$ cat src/rtl/alu_pkg.sv
// Shared types and constants for the ALU execute-to-memory stage.
package alu_pkg;

  // Widths of the payload carried through the stage.
  localparam int ALU_DATA_W = 32;
  localparam int ALU_REG_W  = 5;

  // ALU opcodes. Anything above OP_LAST_LEGAL is treated as illegal.
  localparam logic [3:0] OP_ADD        = 4'b0000;
  localparam logic [3:0] OP_SUB        = 4'b0001;
  localparam logic [3:0] OP_AND        = 4'b0010;
  localparam logic [3:0] OP_OR         = 4'b0011;
  localparam logic [3:0] OP_XOR        = 4'b0100;
  localparam logic [3:0] OP_SLL        = 4'b0101;
  localparam logic [3:0] OP_SRL        = 4'b0110;
  localparam logic [3:0] OP_LAST_LEGAL = OP_SRL;

  // Status flags in {N,Z,C,V} order, matching the ALU flag bus.
  typedef struct packed {
    logic negative;
    logic zero;
    logic carry;
    logic overflow;
  } alu_flags_t;

  // One in-flight operation held by the stage.
  typedef struct packed {
    logic [ALU_DATA_W-1:0] result;
    alu_flags_t            flags;
    logic [3:0]            opcode;
    logic [ALU_REG_W-1:0]  rd;
  } ex_entry_t;

  // An opcode is legal when it is one of the defined ALU operations.
  function automatic logic is_legal_op(input logic [3:0] op);
    return (op <= OP_LAST_LEGAL);
  endfunction

endpackage

$ cat src/rtl/alu_ex_mem_stage_skid_buffer.sv
// Two-entry valid/ready buffer (main + skid) over ex_entry_t.
// Main is always the FIFO head; skid only fills when main is stalled,
// and in_ready is a pure register output so it never depends on out_ready.
module alu_ex_mem_stage_skid_buffer
  import alu_pkg::*;
(
  input  logic      clk,
  input  logic      rst_n_i,
  input  logic      flush_i,
  input  logic      in_valid_i,
  output logic      in_ready_o,
  input  ex_entry_t in_entry_i,
  output logic      out_valid_o,
  input  logic      out_ready_i,
  output ex_entry_t out_entry_o,
  output logic      skid_valid_o,
  output ex_entry_t skid_entry_o
);

  logic      main_vld_q, main_vld_d;
  logic      skid_vld_q, skid_vld_d;
  ex_entry_t main_q, main_d;
  ex_entry_t skid_q, skid_d;
  logic      accept;
  logic      retire;

  assign in_ready_o   = ~skid_vld_q;
  assign accept       = in_valid_i & ~skid_vld_q;
  assign retire       = main_vld_q & out_ready_i;

  assign out_valid_o  = main_vld_q;
  assign out_entry_o  = main_q;
  assign skid_valid_o = skid_vld_q;
  assign skid_entry_o = skid_q;

  // Next-state for both entries; flush overrides any accept or move.
  always_comb begin
    main_vld_d = main_vld_q;
    skid_vld_d = skid_vld_q;
    main_d     = main_q;
    skid_d     = skid_q;
    if (flush_i) begin
      main_vld_d = 1'b0;
      skid_vld_d = 1'b0;
    end else if (skid_vld_q) begin
      // Skid full: no accept is possible; on retire the skid entry
      // becomes the new head and main stays valid.
      if (retire) begin
        main_d     = skid_q;
        skid_vld_d = 1'b0;
      end
    end else if (!main_vld_q || retire) begin
      // Main is free this cycle: an accept goes straight to the head.
      main_vld_d = accept;
      if (accept) begin
        main_d = in_entry_i;
      end
    end else if (accept) begin
      // Main is stalled: park the new op in skid.
      skid_vld_d = 1'b1;
      skid_d     = in_entry_i;
    end
  end

  // Entry registers; reset clears valids and payloads.
  always_ff @(posedge clk) begin
    if (!rst_n_i) begin
      main_vld_q <= 1'b0;
      skid_vld_q <= 1'b0;
      main_q     <= '0;
      skid_q     <= '0;
    end else begin
      main_vld_q <= main_vld_d;
      skid_vld_q <= skid_vld_d;
      main_q     <= main_d;
      skid_q     <= skid_d;
    end
  end

endmodule

$ cat src/rtl/alu_ex_mem_stage.sv
// Execute-to-memory stage behind the combinational ALU: buffers up to two
// ops, keeps the architectural status flags, exposes a forwarding tap for
// the youngest in-flight result and counts retired ops.
// DATA_W and REG_W must match the payload widths in alu_pkg.
module alu_ex_mem_stage
  import alu_pkg::*;
#(
  parameter int DATA_W = ALU_DATA_W,
  parameter int REG_W  = ALU_REG_W,
  parameter int CNT_W  = 16
) (
  input  logic              clk,
  input  logic              rst_n,
  input  logic              flush,
  input  logic              in_valid,
  output logic              in_ready,
  input  logic [DATA_W-1:0] in_result,
  input  logic [3:0]        in_flags,
  input  logic [3:0]        in_opcode,
  input  logic [REG_W-1:0]  in_rd,
  input  logic              in_set_flags,
  output logic              out_valid,
  input  logic              out_ready,
  output logic [DATA_W-1:0] out_result,
  output logic [3:0]        out_flags,
  output logic [3:0]        out_opcode,
  output logic [REG_W-1:0]  out_rd,
  output logic              out_illegal,
  output logic [3:0]        status_flags,
  output logic              fwd_valid,
  output logic [REG_W-1:0]  fwd_rd,
  output logic [DATA_W-1:0] fwd_result,
  output logic [CNT_W-1:0]  retired_count
);

  ex_entry_t  in_entry;
  ex_entry_t  head_entry;
  ex_entry_t  skid_entry;
  ex_entry_t  fwd_entry;
  logic       head_valid;
  logic       skid_valid;
  logic       accept;
  logic       retire;
  logic       status_we;

  alu_flags_t       status_q, status_d;
  logic [CNT_W-1:0] retired_q, retired_d;

  assign in_entry.result = in_result;
  assign in_entry.flags  = alu_flags_t'(in_flags);
  assign in_entry.opcode = in_opcode;
  assign in_entry.rd     = in_rd;

  alu_ex_mem_stage_skid_buffer u_skid (
    .clk          (clk),
    .rst_n_i      (rst_n),
    .flush_i      (flush),
    .in_valid_i   (in_valid),
    .in_ready_o   (in_ready),
    .in_entry_i   (in_entry),
    .out_valid_o  (head_valid),
    .out_ready_i  (out_ready),
    .out_entry_o  (head_entry),
    .skid_valid_o (skid_valid),
    .skid_entry_o (skid_entry)
  );

  assign accept = in_valid & in_ready;
  assign retire = head_valid & out_ready;

  // Head entry drives the downstream interface directly from registers.
  assign out_valid   = head_valid;
  assign out_result  = head_entry.result;
  assign out_flags   = head_entry.flags;
  assign out_opcode  = head_entry.opcode;
  assign out_rd      = head_entry.rd;
  assign out_illegal = ~is_legal_op(head_entry.opcode);

  // Forwarding tap: skid holds the youngest op whenever it is valid.
  always_comb begin
    fwd_entry = skid_valid ? skid_entry : head_entry;
    fwd_valid = (skid_valid | head_valid) & (fwd_entry.rd != '0);
    fwd_rd    = fwd_entry.rd;
    fwd_result = fwd_entry.result;
  end

  // Status flags follow program order, so they are written at accept;
  // a flushed accept never reaches the architectural state.
  always_comb begin
    status_we = accept & ~flush & in_set_flags & is_legal_op(in_opcode);
    status_d  = status_we ? alu_flags_t'(in_flags) : status_q;
  end

  // Retire counter wraps naturally; a retire in a flush cycle still counts.
  always_comb begin
    retired_d = retire ? retired_q + 1'b1 : retired_q;
  end

  // Architectural status and retire counter registers.
  always_ff @(posedge clk) begin
    if (!rst_n) begin
      status_q  <= '0;
      retired_q <= '0;
    end else begin
      status_q  <= status_d;
      retired_q <= retired_d;
    end
  end

  assign status_flags  = status_q;
  assign retired_count = retired_q;

endmodule

$ cat config.mk
export PLATFORM = sky130hd
export DESIGN_NAME = alu_ex_mem_stage
export DESIGN_NICKNAME = d
export VERILOG_FILES = /design/src/rtl/alu_pkg.sv /design/src/rtl/alu_ex_mem_stage_skid_buffer.sv /design/src/rtl/alu_ex_mem_stage.sv
export SDC_FILE = /design/constraint.sdc
export NUM_CORES = 1
export LEC_CHECK = 0
export CAP_MARGIN = 40
export CORE_MARGIN = 1.5
export CORE_UTILIZATION = 49
export CTS_BUF_LIST = sky130_fd_sc_hd__clkbuf_4
export CTS_CLUSTER_DIAMETER = 40
export DETAILED_ROUTE_END_ITERATION = 8
export MAX_ROUTING_LAYER = met4
export PLACE_DENSITY = 0.83
export SYNTH_ARGS = -nofsm -noshare
export SYNTH_HDL_FRONTEND = slang
export SYNTH_SLANG_ARGS = --single-unit
$ cat constraint.sdc
create_clock -name clk -period 2.66 [get_ports clk]
set_input_delay 0.665 -clock clk [delete_from_list [all_inputs] [get_ports clk]]
set_output_delay 0.665 -clock clk [all_outputs]
set_load 0.1 [all_outputs]
Yosys cells after proc, flatten, opt, wreduce, memory -nomap -nowiden --
Index checks and enable logic that the tools add are counted.
Word-level totals: flip-flop bits (word level) 112, input bits 51, word-level logic and storage cells 55
Cells by class: add/sub/neg operators 1, order comparisons 2, equality and inequality tests 1, mux-type cells 9, bitwise gates (word level) 12, reduce and logical (&&, ||, !) cells 9
Operators with widths (number):
- two-way mux 45 bit | 5
- adder 16 x 1 -> 16 bit, second input constant | 1
- <= comparator 4 x 3 -> 1 bit, second input constant | 2
- AND reduction 4 bit | 2
- AND 1 bit | 6
- NOT 1 bit | 5
- nonzero test 5 bit | 1
- two-way mux 1 bit | 4
- nonzero test 2 bit | 2
- != test 2 bit, second input constant | 1
- AND reduction 2 bit | 1
- OR reduction 2 bit | 1
- zero test 1 bit | 1
- logical OR 1 bit | 1
- OR 1 bit | 1

Logic depth before layout (Yosys ltp) --
Gate-level depths: netlist (run 1).
depth after elaboration 5, gate-level depth with buffers 7

Modules after synthesis --
From an unflattened synthesis (run 1), not the netlist that was laid out.
Second synthesis, totals: cell total of the unflattened synthesis 595, area, all modules 5542.8 um2
Modules (own cells, without submodules):
- alu_ex_mem_stage_skid_buffer | instances 1, cells an instance 453, area an instance 4189.0 um2, sequential area each 1841.8 um2
- alu_ex_mem_stage | instances 1, cells an instance 142, area an instance 1353.8 um2, sequential area each 400.4 um2

Least setup slack after synthesis (run 1) --
OpenSTA, ideal clock, no wires.
kind reg2out, from register u_skid.main_q (netlist bit u_skid.out_entry_o[2]), to output fwd_valid, data arrival time 2544 ps, path slack -549 ps, cell stages (with the launch flop) 4, buffers on the path 0, cell sequence dfxtp_1 > mux2_2 > or4_1 > o22a_1
Between the ends: cells in the longest elaborated chain, start to end 3
RTL lines:
- start: declaration | line alu_ex_mem_stage_skid_buffer.sv:22 | ex_entry_t main_q, main_d;
- start signal: assignment | line alu_ex_mem_stage_skid_buffer.sv:75 | main_q <= main_d;
- two-way mux 45 bit | line alu_ex_mem_stage.sv:81 | fwd_entry = skid_valid ? skid_entry : head_entry;
- via fwd_rd[2] | line alu_ex_mem_stage.sv:31 | output logic [REG_W-1:0] fwd_rd,
- nonzero test 5 bit | line alu_ex_mem_stage.sv:82 | fwd_valid = (skid_valid | head_valid) & (fwd_entry.rd != '0);
- AND 1 bit | line alu_ex_mem_stage.sv:82
- end: declaration | line alu_ex_mem_stage.sv:30 | output logic fwd_valid,
The timed path passes the listed nets, and every way through them passes these cells.

Final worst setup path (run 1) --
from register u_skid.skid_vld_q (netlist: u_skid.skid_valid_o), to output fwd_valid
Between the ends: cells in the longest elaborated chain, start to end 3, elaborated cells between the ends (all ways) 4, those cells by class mux (1); bitwise (2); reduce/logical (1)
RTL lines:
- start: declaration | line alu_ex_mem_stage_skid_buffer.sv:21 | logic skid_vld_q, skid_vld_d;
- start signal: assignment | line alu_ex_mem_stage_skid_buffer.sv:74 | skid_vld_q <= skid_vld_d;
- two-way mux 45 bit | line alu_ex_mem_stage.sv:81
- nonzero test 5 bit | line alu_ex_mem_stage.sv:82
- AND 1 bit * | line alu_ex_mem_stage.sv:82
Every way passes the cells marked *; elsewhere a longest branch is shown, timed or not.

==> impl.org, run 1 <==
** Global route
- The total overflow left after global routing is 0.
- Global-route wire length before repair :: between 20 and 25 mm
- Vias in the first global route :: 4371
- In the global route stage, met3 resource usage came out at between 4 and 5%.
- After global routing, the most crowded layer is met2.
- The initial antenna violation count is 0.
- For met1 alone, demand over resource in global routing was a little under a third.
- For this run, global-route usage on met2 was measured as roughly 40%.
- Entering global routing, the biggest net connects 91 pins.
- All-layer global routing usage :: between 20% and 30%

** Die
- From bottom edge to top edge, the die measures between 100 and 150 um.
- The die covers 11200 um2.
- After floorplanning, the core was sized to cover between 10000 and 15000 um2.
- Horizontal extent of the die :: roughly 110 um
- Starting utilization of the core area :: about half
- Cell Rows :: 37
- I/O pins :: 157

** Layout
- Summing all non-filler instances in the final layout gives an area of between 7000 and 8000 um2.
- The repair_antennas step left the layout with diodes totalling 0.
- Cells fill between 60% and 70% of the core in the end.
- Number of nets in the layout :: 738
- Layout area overhead :: 38.9%
- Number of filler cells placed in the layout :: just under 800
- In the final layout, the share of cells above drive strength 1 is between 30 and 40%.

** Critical path
- Startpoint of the lowest-slack register-to-register path :: u_skid.skid_valid_o
- The worst setup path is of the reg -> out kind.
- Data required time at the worst endpoint :: 2000 ps
- Element type at the critical path start :: flop
- Worst-path fanout max :: 6
- Crit path DAT :: 2100 ps
- Setup crit end kind :: primary output
- Launching instance or port of the critical path :: u_skid.skid_valid_o

** Placement
- Port buffering added 156 buffers.
- Cell area after placement :: ~7000 um2
- Sum of net half-perimeters after detailed placement :: about 9.3 mm
- The congestion estimate from routability-driven global placement came to between 0.8 and 0.9.

** Synth
- After synthesis, the share of flip-flops with an asynchronous set or reset is 0%.
- Synthesis inferred between 100 and 150 register bits.
- Counting every net in the synthesized netlist gives roughly 600.
- Most frequently used flop master after synthesis :: sky130_fd_sc_hd__dfxtp_1
- Yosys printed 0 warnings.
- Sequential cell area fraction in the yosys report :: 43.1%
- The synthesized design contains 0 enable-type register cells.
- Synthesis produced a netlist whose cell count is 549.
- After synthesis, the netlist uses 36 different library cells.
- The cell area that synthesis handed to floorplanning was roughly 5200 um2.
- Post-Synthesis Mean Instance Area :: 9.46 um2

** Clocking
- After clock tree synthesis, the flow added hold-fix buffers numbering 0.
- The clock passes through at most 2 buffers.
- TritonCTS clock tree :: built
- The clock reaches the later pin of the worst-skew pair after ~450 ps.
- Counting the buffers created by CTS gives 9.
- After clock tree synthesis, the clock-pin slew on the worst setup and hold paths is approximately 160 ps.
- Number of sinks on the clock net :: between 100 and 150
- The cell sitting at the root of the clock tree is a sky130_fd_sc_hd__clkbuf_4.
- Number of H-tree branching levels :: 3

** Detailed routing
- Routed len/inst :: roughly 16 um
- Drc violations :: 0
- For this block, the via count after detailed routing is ~4.5k.
- First-pass DRT Iterations :: 4
- In the routed layout, each cell is associated on average with a via count of approximately 5.5.
- The first routing iteration left between 150 and 200 violations.
- Final wirelength :: 13.4 mm
- Once detail routing completed, the nets flagged for antenna violations numbered 0.

** Timing
- For the finished layout, the period the worst path requires is between 2000 and 3000 ps.
- Upper clock frequency limit :: roughly 360 MHz
- Count of endpoints failing hold in the final timing report :: 0
- In this run the tightest slew margin relative to its limit is between 60% and 70%.
- Transition time of the tightest slew-check pin :: 519 ps
- Across all hold checks on the routed design, the worst slack comes to about 460 ps.
- Once routing completed, OpenROAD measured the worst setup slack at -105 ps.
- Maximum clock skew at final layout :: about 18 ps
- Final count of pins violating max slew :: 0
- Setup repair after global routing could not meet its margin everywhere.
- After layout, the worst path uses 104% of the clock period.
- Endpoints failing setup :: 1
- Post-route setup TNS :: -105 ps

** Power and ir drop
- Leak Pwr :: between 2 and 3 nW
- The design draws about 3.9 mW.
- Dividing total power by cell area gives a power density of 536 nW/um2.
- Maximum ir drop on the vdd rail :: slightly above 0.0003 V

** Worst hold path
- Hold_sp :: u_skid.skid_entry_o[8]
- In this run the worst hold path is classified as reg -> reg.

** Status
- Violated checks :: setup timing
- Outcome :: finished with violations

** Run
- Max-Cap Viols :: 0
[per-stage QoR]
step / worst slack [ps] / instances
4_1_cts: -143 / 828
6_report: -105 / 827
3_3_place_gp: 315 / 807
5_1_grt: -145 / 827
2_1_floorplan: 2.62 / 549
3_5_place_dp: 195 / 807
[cell usage in the layout, fill, tap and decap left out, types with 6 or more instances in the layout]
| cell type | n |
|---|---|
| sky130_fd_sc_hd__dfxtp_1 | 106 |
| sky130_fd_sc_hd__nand2_1 | 94 |
| sky130_fd_sc_hd__buf_4 | 75 |
| sky130_fd_sc_hd__nor2_1 | 59 |
| sky130_fd_sc_hd__a21oi_1 | 53 |
| sky130_fd_sc_hd__mux2i_1 | 50 |
| sky130_fd_sc_hd__clkdlybuf4s50_1 | 50 |
| sky130_fd_sc_hd__a211oi_2 | 45 |
| sky130_fd_sc_hd__buf_12 | 43 |
| sky130_fd_sc_hd__mux2_2 | 34 |
| sky130_fd_sc_hd__clkbuf_4 | 9 |
| sky130_fd_sc_hd__xor2_1 | 7 |
| sky130_fd_sc_hd__nand3_1 | 6 |
| sky130_fd_sc_hd__o21ai_0 | 6 |
[where the power goes]
group / internal, mW / leakage (nW) / switching, mW
Sequential: 1.74 / 0.914 / 0.0468
Combinational: 0.409 / 1.66 / 0.920
Clock: 0.195 / 0.0653 / 0.564
Total: 2.34 / 2.64 / 1.53
[cells in the mapped netlist, types with 3 or more instances]
library cell,instances,area [um2]
sky130_fd_sc_hd__xor2_1,7,61.3
sky130_fd_sc_hd__a21oi_1,53,265
sky130_fd_sc_hd__dfxtp_1,112,2240
sky130_fd_sc_hd__buf_2,15,75.1
sky130_fd_sc_hd__clkbuf_1,17,63.8
sky130_fd_sc_hd__nor2_1,59,221
sky130_fd_sc_hd__or3_1,5,31.3
sky130_fd_sc_hd__mux2i_1,50,500
sky130_fd_sc_hd__buf_4,4,30.0
sky130_fd_sc_hd__o21ai_0,6,30.0
sky130_fd_sc_hd__nand3_1,6,30.0
sky130_fd_sc_hd__nand2_1,95,357
sky130_fd_sc_hd__nand4_1,3,18.8
sky130_fd_sc_hd__a211oi_2,45,563
sky130_fd_sc_hd__mux2_2,37,417
sky130_fd_sc_hd__inv_1,6,22.5
sky130_fd_sc_hd__buf_6,5,56.3
sky130_fd_sc_hd__and2_1,3,18.8
[layer usage]
| layer | up-vias | wire [um] |
|---|---|---|
| met5 | - | 0 |
| met4 | 0 | 153 |
| met2 | 165 | 6460 |
| met1 | 2153 | 5830 |
| li1 | 2180 | - |
| met3 | 14 | 935 |
[layout make-up]
type	instances	area, um2	share of cell area (%)
multi-input cells	389	2730	37.8
clock buffers	9	67.6	0.936
clock inverters	7	47.5	0.659
well taps	136	170	2.36
flip-flops and latches	112	2250	31.2
repair buffers	168	1920	26.7
inverters	6	25.0	0.347
[worst max-delay path: stages (launching register included)]
cell                      delay [ps]
sky130_fd_sc_hd__dfxtp_4         430
sky130_fd_sc_hd__mux2_4          320
sky130_fd_sc_hd__or4_4           540
sky130_fd_sc_hd__o22a_4          210
sky130_fd_sc_hd__buf_12          160
[path summary, 6_finish.rpt]
check	endpoint	slack [ps]	depth (start not counted)
worst min register to register	u_skid.skid_entry_o[8]	460	2
worst min-delay path	u_skid.skid_entry_o[8]	460	2
worst max-delay path	fwd_valid	-100	4
worst max register to register	u_skid.out_entry_o[20]	430	6
[flip-flops by register name (all words and copies together) (netlist names)]
name,count
u_skid.out_valid_o,1
u_skid.out_entry_o,45
retired_count,16
u_skid.skid_entry_o,45
status_flags,4
u_skid.skid_valid_o,1
[cells by family after synthesis]
family	count (synthesis)	synth area share, %
AOI/OAI and AO/OA	108	17.4
xor gates and xnor gates	9	1.52
adders and majority gates	1	0.241
buffers and inverters	48	4.84
DFF	112	43.1
muxes	87	17.6
and+or+nand+nor	184	15.2
[timing repair]
action	in CTS	in global routing
gates resized for setup	6	1
setup endpoints to repair	1	7
buffers inserted	5	0
pin swaps	2	1
Note: power is estimated with default switching activity, not from simulation.
==> run 2, diff against run 1 <==
CORE_ASPECT_RATIO = 1.5   (was default)
SETUP_SLACK_MARGIN = 0.1   (was default)
==> run 2 against run 1 <==
The run still ends with setup timing left. First-iteration DRC count is 5.1% lower. Sequential power barely moved. Fmax shrank 1.4%. Final area up 1.6%. Wire length up 1.1%. Combinational power barely moved. Cell count rose by 0.85%. Power rose by 2.3%. Register-to-register slack better by 220 ps. Via count fell by 0.55%. Global-route usage increased by 1.0 points. Clock-buffer cell count stayed put. Critical path type unchanged.
==> impl.org, run 2 (synthesized netlist as in run 1, its figures left out) <==
** Status
- Outcome: finished with violations (unchanged).
- Violated checks: setup timing (unchanged).

** Worst hold path
- Class of the worst hold path :: reg -> reg (unchanged)

** Clocking
- The post-CTS clock slew at the launch and capture registers of the worst setup and hold paths is 160 ps (about the same).
- Clock tree buffer depth :: 2 (unchanged)
- The CTS sink count came to 112 (unchanged).
- Quantity of hold-fixing buffers added after cts :: 0 (unchanged)
- Number of H-tree branching levels :: 3 (unchanged)
- The buffer type at the clock tree root was sky130_fd_sc_hd__clkbuf_4 (unchanged).
- The clock buffer count from CTS was 9 (unchanged).
- The TritonCTS clock tree is built (unchanged).
- Worst-Skew Late Latency :: 480 ps (was 450 ps)

** Global route
- The met3 layer usage reported by global route came to 4.52% (was 4.72%).
- Global-route track usage on met2 :: 44.2% (was 39.8%)
- Global-route wire length before repair :: 21.4 mm (was 21.2 mm)
- The all-layer global routing usage was 25.1% (was 24.1%).
- Number of antenna violations at the first check in global routing :: 1 (was 0)
- The maximum number of pins on one net before global-route repair is 51 (was 91).
- The total overflow reported by the global router is 0 (unchanged).
- Grt met1 use :: 27.4% (was 30.3%)
- The number of global-route vias before repair is 4516 (was 4371).
- Top Usage Layer GRT :: met2 (unchanged)

** Critical path
- The library cell contributing the largest single delay on the critical path is sky130_fd_sc_hd__or4_4 (unchanged).
- The required time at the worst-slack endpoint was 2000 ps (about the same).
- The arrival time of data at the critical path endpoint is 2140 ps (was 2100 ps).
- Critical-path cell list: mux2_4 -> or4_4 -> o22a_4 -> buf_12 (unchanged).
- Element type at the critical path start :: flop (unchanged)
- Setup crit end kind :: primary output (unchanged)
- Worst-path fanout max :: 6 (unchanged)
- The delay of the slowest critical-path stage is 540 ps (about the same).
- The critical setup path kind was reg -> out (unchanged).

** Timing
- The sum of negative setup slack was -145 ps (was -105 ps).
- The number of max-slew violations in the final report came to 0 (unchanged).
- Upper clock frequency limit :: 357 MHz (was 362 MHz)
- The measured slew at the worst slew-check pin was 400 ps (was 519 ps).
- Final cycle utilization of the critical path :: 105% (was 104%)
- Maximum clock skew at final layout :: 10.3 ps (was 17.8 ps)
- Endpoints failing setup :: 1 (unchanged)
- Count of endpoints failing hold in the final timing report :: 0 (unchanged)
- WHS :: 467 ps (was 465 ps)
- Unrepaired setup endpoints after global routing: true (unchanged).
- Relative slew margins :: 73.3% (was 65.4%)
- The shortest clock period the worst path allows after layout was 2800 ps (was 2760 ps).
- The minimum setup slack in the final design is -145 ps (was -105 ps).

** Placement
- The weighted congestion at the end of routability-driven global placement was 0.785 (was 0.809).
- Sum of net half-perimeters after detailed placement :: 9.18 mm (was 9.33 mm)
- Count of buffers inserted at the top-level ports :: 156 (unchanged)
- The worst slack at placement came to 251 ps (was 195 ps).

** Layout
- Share of layout cells above drive strength 1 :: 33.7% (was 33.3%)
- The commonest non-fill, non-tap cell in the layout is sky130_fd_sc_hd__dfxtp_1 (unchanged).
- The area growth from synthesis to final layout was 41.1% (was 38.9%).
- The final core utilization was 71.5% (was 69.9%).
- Highest-count cells in the layout ignoring fill and taps :: 106 x sky130_fd_sc_hd__dfxtp_1, 94 x sky130_fd_sc_hd__nand2_1, 73 x sky130_fd_sc_hd__buf_4 (was 106 x sky130_fd_sc_hd__dfxtp_1, 94 x sky130_fd_sc_hd__nand2_1, 75 x sky130_fd_sc_hd__buf_4)
- The total number of nets in the final design came to 740 (was 738).

** Die
- Vert. Die Dim :: 129 um (was 106 um)
- The number of I/O pins is 157 (unchanged).
- The die outline width came to 87.1 um (was 106 um).
- Die ar. :: 11200 um2 (about the same)
- Cell Rows :: 45 (was 37)
- Starting utilization of the core area :: 50.7% (was 50.3%)
- Placeable core region :: 10200 um2 (was 10300 um2)

** Detailed routing
- Remaining antenna violation count after routing :: 0 (unchanged)
- The post-detailed-route DRC marker count was 0 (unchanged).
- First DRT Iteration DRCs :: 186 (was 196)
- Final wirelength :: 13.5 mm (was 13.4 mm)
- Number of vias in the routed layout :: 4487 (was 4512)
- Vias per cell :: 5.38 (was 5.46)
- The number of detailed-route iterations in the first pass came to 4 (unchanged).
- Routed len/inst :: 16.2 um (about the same)

** Run
- Max-Cap Viols :: 0 (unchanged)

** Power and ir drop
- Overall power :: 3.96 mW (was 3.87 mW)
- The net switching share of the total power was 38.5% (was 39.6%).
- Leak Pwr :: 2.68 nW (was 2.64 nW)
- Internal Power :: 2.44 mW (was 2.34 mW)
- The power density of the placed cells is 540 nW/um2 (was 536 nW/um2).
- Maximum ir drop on the vdd rail :: 0.000351 V (was 0.000309 V)
- Logic pwr share :: 33.6% (was 34.3%)
- The switching component of the power was 1.53 mW (about the same).
- The power share of the sequential group came to 44.9% (was 46.1%).
- Power share of the clock group :: 21.5% (was 19.6%)
[run 2: routing by layer]
layer	vias to the layer above	routed length (um)
met4	0	325
li1	2177	-
met5	-	0
met2	132	7370
met1	2155	5300
met3	23	533
[run 2: path summary, 6_finish.rpt]
| path | slack, ps | startpoint | to | depth (start not counted) |
|---|---|---|---|---|
| max reg2reg | 650 | u_skid.skid_valid_o | u_skid.out_entry_o[11] | 6 |
| max | -140 | u_skid.skid_valid_o | fwd_valid | 4 |
| min reg2reg | 470 | u_skid.skid_entry_o[6] | u_skid.skid_entry_o[6] | 2 |
| min | 470 | u_skid.skid_entry_o[6] | u_skid.skid_entry_o[6] | 2 |
[run 2: power by group through the flow]
stage                     logic, mW  registers (mW)  clock network [mW]
after floorplan               0.564            2.17                   0
after global placement         1.31            1.81                   0
final                          1.33            1.78               0.850
after global routing           1.37            1.79               0.930
after detailed placement       1.32            1.82                   0
after CTS                      1.33            1.78               0.859
[run 2: critical path, delay by kind of cell, from the launching register on]
kind,cells,cell delay (ps)
AND/OR/NAND/NOR,1,540
multiplexers,1,320
buffers and inverters,1,160
flip-flops,1,440
AO/OA/AOI/OAI,1,210
[run 2: stage by stage]
stage                     area (um2)  instances
after floorplan                 5220        549
after global placement          7080        813
after detailed placement        7080        813
after CTS                       7300        832
after global routing            7330        834
final                           7330        834
[run 2: cell type report]
| type | count | area [um2] |
|---|---|---|
| Sequential cell | 112 | 2250 |
| Timing Repair Buffer | 170 | 2010 |
| Tap cell | 141 | 176 |
| Inverter | 6 | 25.0 |
| Clock inverter | 6 | 71.3 |
| Clock buffer | 9 | 67.6 |
| Multi-Input combinational cell | 389 | 2730 |
| Antenna cell | 1 | 2.50 |
| Fill cell | 785 | 2920 |
[run 2: timing repair]
item | 4_1_cts | 5_1_grt
pin swaps | 0 | 1
resized for setup | 6 | 0
setup endpoints to repair | 35 | 30
setup buffers | 3 | 0
cloned | 1 | 1
==> variant 1, RTL diff (flow settings as in run 1) <==
Change the parameter `CNT_W` from 16 to 14.
--- a/src/rtl/alu_ex_mem_stage.sv
+++ b/src/rtl/alu_ex_mem_stage.sv
@@ -7,7 +7,7 @@
 #(
   parameter int DATA_W = ALU_DATA_W,
   parameter int REG_W  = ALU_REG_W,
-  parameter int CNT_W  = 16
+  parameter int CNT_W  = 14
 ) (
   input  logic              clk,
   input  logic              rst_n,
Interface: changed (resized retired_count); port bits go from 157 to 155. No check against the original RTL was run, so the function may have changed too.
==> variant 1 against run 1 <==
- the run still ends with negative setup slack left
- clock skew fell by 0.0059 ns
- routed wire length is 2.2% lower
- design area hardly changed
- power shrank 1.4%
- non-clock buffer count grew 3
- worst setup slack got worse by 0.021 ns
- critical path depth unchanged
- area after synthesis shrank 0.39%
- worst hold slack improved by 0.00054 ns
- synthesized cell count stayed put
- sequential cell count is 2 lower
- largest cell class unchanged
- highest routed layer unchanged
==> variant 1: results (changes against run 1) <==
* Status: finished, violations left
* Failing checks: negative setup slack
* Clock transition at the registers of the reported paths at 0.18 ns (+0.02 ns)
* Crit path DAT at 2.12 ns (+0.02 ns)
* WL met3 at 681 um (-27%)
* Maximum VDD drop at 0.000314 V (+1.6%)
* XOR/XNOR share of the synthesized area at 1.52% (+0.0059 points)
* Detailed-route via count at 4,505 (-0.16%)
* Met2 wire length at 6.67 mm (+3.2%)
* M1 GR Usage at 27.1% (-3.2 points)
* Combinational cell power at 1.28 mW (-4%)
* Fin Clk Skew at 0.0119 ns (-0.00590 ns)
* Final setup vio count at 1 (unchanged)
* Iteration-0 DRC Markers at 250 (+28%)
* Final GP Congestion at 0.802 (-0.83%)
* Tightest Pin Transition at 0.527 ns (+0.00822 ns)
* Setup WS post-layout at -0.126 ns (-0.0211 ns)
* Mux cell area share after synthesis at 17.1% (-0.51 points)
* Worst reg-to-reg setup slack at 0.62 ns (+0.19 ns)
* Syn Area/Cell at 9.43 sq um (-0.39%)
* Sequential-to-total area share from yosys stat at 42.5% (-0.61 points)
* Detailed Place HPWL at 9.04 mm (-3.1%)
* # nets final at 742 (+0.54%)
* Leakage power at 3.17 nW (+20%)
* Setup WS pre-CTS at 0.229 ns (+0.0340 ns)
* Post-Route WL at 13.1 mm (-2.2%)
* Switching share of power at 39.3% (-0.31 points)
* Routing usage on met2 at 41.5% (+1.7 points)
* Hold endpoint: u_skid.skid_entry_o[10]
* Met3 usage at 5.19% (+0.47 points)
-- variant 1: worst max-delay path, delay by kind of cell, from the launching register on --
family / cells / cell delay (ns)
AOI/OAI and AO/OA: 1 / 0.21
DFF: 1 / 0.44
muxes: 1 / 0.32
buffers and inverters: 1 / 0.16
and+or+nand+nor: 1 / 0.54
-- variant 1: layout make-up --
cell class	count	area, sq um
Fill cell	780	3070
Multi-Input combinational cell	394	2730
Sequential cell	110	2210
Timing Repair Buffer	171	1960
Tap cell	136	170
Clock buffer	9	67.6
Clock inverter	7	57.6
Inverter	4	15.0
-- variant 1: stage by stage --
step                hold slack [ns]  util [%]
global placement              0.441      68.0
global route                  0.484      70.2
CTS                           0.469      69.9
finish                        0.465      70.2
detailed placement            0.447      68.0
floorplan                     0.435         -
-- variant 1: what timing repair did --
action / in CTS / in global routing
pin swaps: 2 / 1
buffers inserted: 6 / 1
resized for setup: 6 / 5
gates cloned: 0 / 0
setup endpoints to repair: 33 / 30
hold buffers: 0 / 0
==> variant 2, RTL diff (flow settings as in run 1) <==
Without the edit above. Put a register stage on the output `out_flags`, without a reset. The value now appears one clock later. The other outputs are not delayed to match.
--- a/src/rtl/alu_ex_mem_stage.sv
+++ b/src/rtl/alu_ex_mem_stage.sv
@@ -71,7 +71,9 @@
   // Head entry drives the downstream interface directly from registers.
   assign out_valid   = head_valid;
   assign out_result  = head_entry.result;
-  assign out_flags   = head_entry.flags;
+  always_ff @(posedge clk) begin
+    out_flags <= head_entry.flags;
+  end
   assign out_opcode  = head_entry.opcode;
   assign out_rd      = head_entry.rd;
   assign out_illegal = ~is_legal_op(head_entry.opcode);
Formal check against the unedited RTL: not equivalent (a bounded check fails within 4 cycles, from zero or initial values and one cycle with rst_n low).
==> variant 2 against run 1 <==
- highest routed layer unchanged
- critical path type unchanged
- area after synthesis increased by 2.5%
- worst hold slack got worse by 0.11 ns
- cell count increased by 3.4%
- largest cell class unchanged
- design area increased by 0.90%
- worst setup slack got worse by 0.071 ns
- power increased by 16%
- routed wire length decreased by 1.3%
- the flow still finishes with violations (negative setup slack)
- sequential cell count increased by 4
==> variant 2: results (changes against run 1) <==
* DR pass1 iterations at 5 (+1)
* Post-synthesis cell count at 597 (+8.7%)
* TNS Setup at -0.175 ns (-0.0705 ns)
* XOR/XNOR share of the synthesized area at 1.32% (-0.20 points)
* Clock transition at the registers of the reported paths at 0.11 ns (-0.05 ns)
* Fin Clk Skew at 0.0126 ns (-0.00519 ns)
* Final hold slack at 0.352 ns (-0.113 ns)
* Syn Nets at 649 (+8.0%)
* Yosys warnings at 0 (unchanged)
* Iteration-0 DRC Markers at 216 (+10%)
* Initial antenna violation count at 1 (+1)
* Failing checks: negative setup slack
* Status: finished, violations left
* Vias per cell at 5.34 (-2.1%)
* Placed cell areas at 0.00690 sq mm (-2.0%)
* Pin count of the biggest net entering global routing at 58 (-36%)
* Sequential-to-total area share from yosys stat at 43.6% (+0.45 points)
* Final GP Congestion at 0.795 (-1.7%)
* Crit path DAT at 2.17 ns (+0.07 ns)
* Detailed-route via count at 4,566 (+1.2%)
* Met2 wire length at 6.80 mm (+5.2%)
* Total CTS buffers at 17 (+8)
* Switching share of power at 36.8% (-2.8 points)
* WL met3 at 785 um (-16%)
* Leakage power at 2.71 nW (+2.5%)
* Detailed Place HPWL at 9.13 mm (-2.1%)
* Avg WL per Cell at 15.4 um (-4.6%)
* Setup WS post-layout at -0.175 ns (-0.0705 ns)
* H-tree depth at 4 (+1)
* Ranking of synthesized cells by area: dfxtp_1, mux2i_1, mux2_2
* # nets final at 757 (+2.6%)
* Slowest stage delay, CP at 0.51 ns (-0.03 ns)
* Complex-gate fraction of the synthesized area at 12.9% (-4.5 points)
* Cells after DPL at 818 (+1.4%)
* Mux cell area share after synthesis at 17.2% (-0.43 points)
* First-pass GRT wire length at 21.3 mm (+0.36%)
* Maximum VDD drop at 0.000346 V (+12%)
* Metal-1 WL at 5.45 mm (-6.6%)
* Worst reg-to-reg setup slack at 0.65 ns (+0.22 ns)
* Post-synth cell types at 33 (-8.3%)
* Most frequent cells after synthesis: dfxtp_1, nand2_1, nor2_1
* Share of cells above drive strength 1 at 27.7% (-5.6 points)
* Final setup vio count at 1 (unchanged)
==> variant 2: cell count changes after synthesis, sizes merged, moves of 2 or more <==
cell and delta:
xnor2 +2, clkbuf +4, xor2 -3, nor3 +2
dfxtp +4, buf +36
==> variant 2: cell type report <==
type / instances / area [sq um]
Timing Repair Buffer: 171 / 1940
Multi-Input combinational cell: 394 / 2510
Antenna cell: 1 / 2.50
Sequential cell: 116 / 2330
Clock inverter: 15 / 181
Clock buffer: 17 / 128
Fill cell: 785 / 3130
Inverter: 5 / 20.0
Tap cell: 136 / 170
==> variant 2: kinds of logic (layout without fill, tap and decap cells) <==
logic type	after synthesis	in the layout
simple gates	188	188
flops	116	116
compound gates	110	110
mux	87	87
buf+inv	87	208
xor+xnor	8	8
fa+ha+maj	1	1
other cells	0	1
==> variant 2: timing repair <==
item | 4_1_cts | 5_1_grt
buffers inserted | 4 | 0
hold endpoints to repair | 0 | 0
pin swaps | 1 | 1
setup endpoints to repair | 15 | 26
gates resized for setup | 7 | 3
==> variant 2: worst paths after layout <==
kind / start / cells past startpoint / end
setup / recovery: u_skid.skid_valid_o / 4 / fwd_valid
hold / removal: u_skid.out_entry_o[9] / 0 / out_flags[0]
setup reg to reg: u_skid.skid_valid_o / 7 / u_skid.out_entry_o[8]
hold reg to reg: u_skid.out_entry_o[9] / 0 / out_flags[0]
==> variant 2: stage by stage <==
stage,worst slack [ns],power [mW]
after floorplan,0.0179,2.80
after global placement,0.291,3.13
after detailed placement,0.237,3.15
after CTS,-0.205,4.53
after global routing,-0.235,4.67
final,-0.175,4.50
==> variant 2: power by group through the flow <==
stage          Clock (mW)  Sequential [mW]  Combinational [mW]
2_1_floorplan           0             1.92               0.886
3_3_place_gp            0             1.88                1.25
3_5_place_dp            0             1.88                1.27
4_1_cts              1.41             1.84                1.28
5_1_grt              1.50             1.85                1.32
6_report             1.38             1.84                1.27
==> variant 2: metal layers <==
layer,up-vias,track usage (%)
met5,-,-
met4,0,7.33
met3,14,6.60
met2,135,40.0
met1,2162,28.3
li1,2255,-
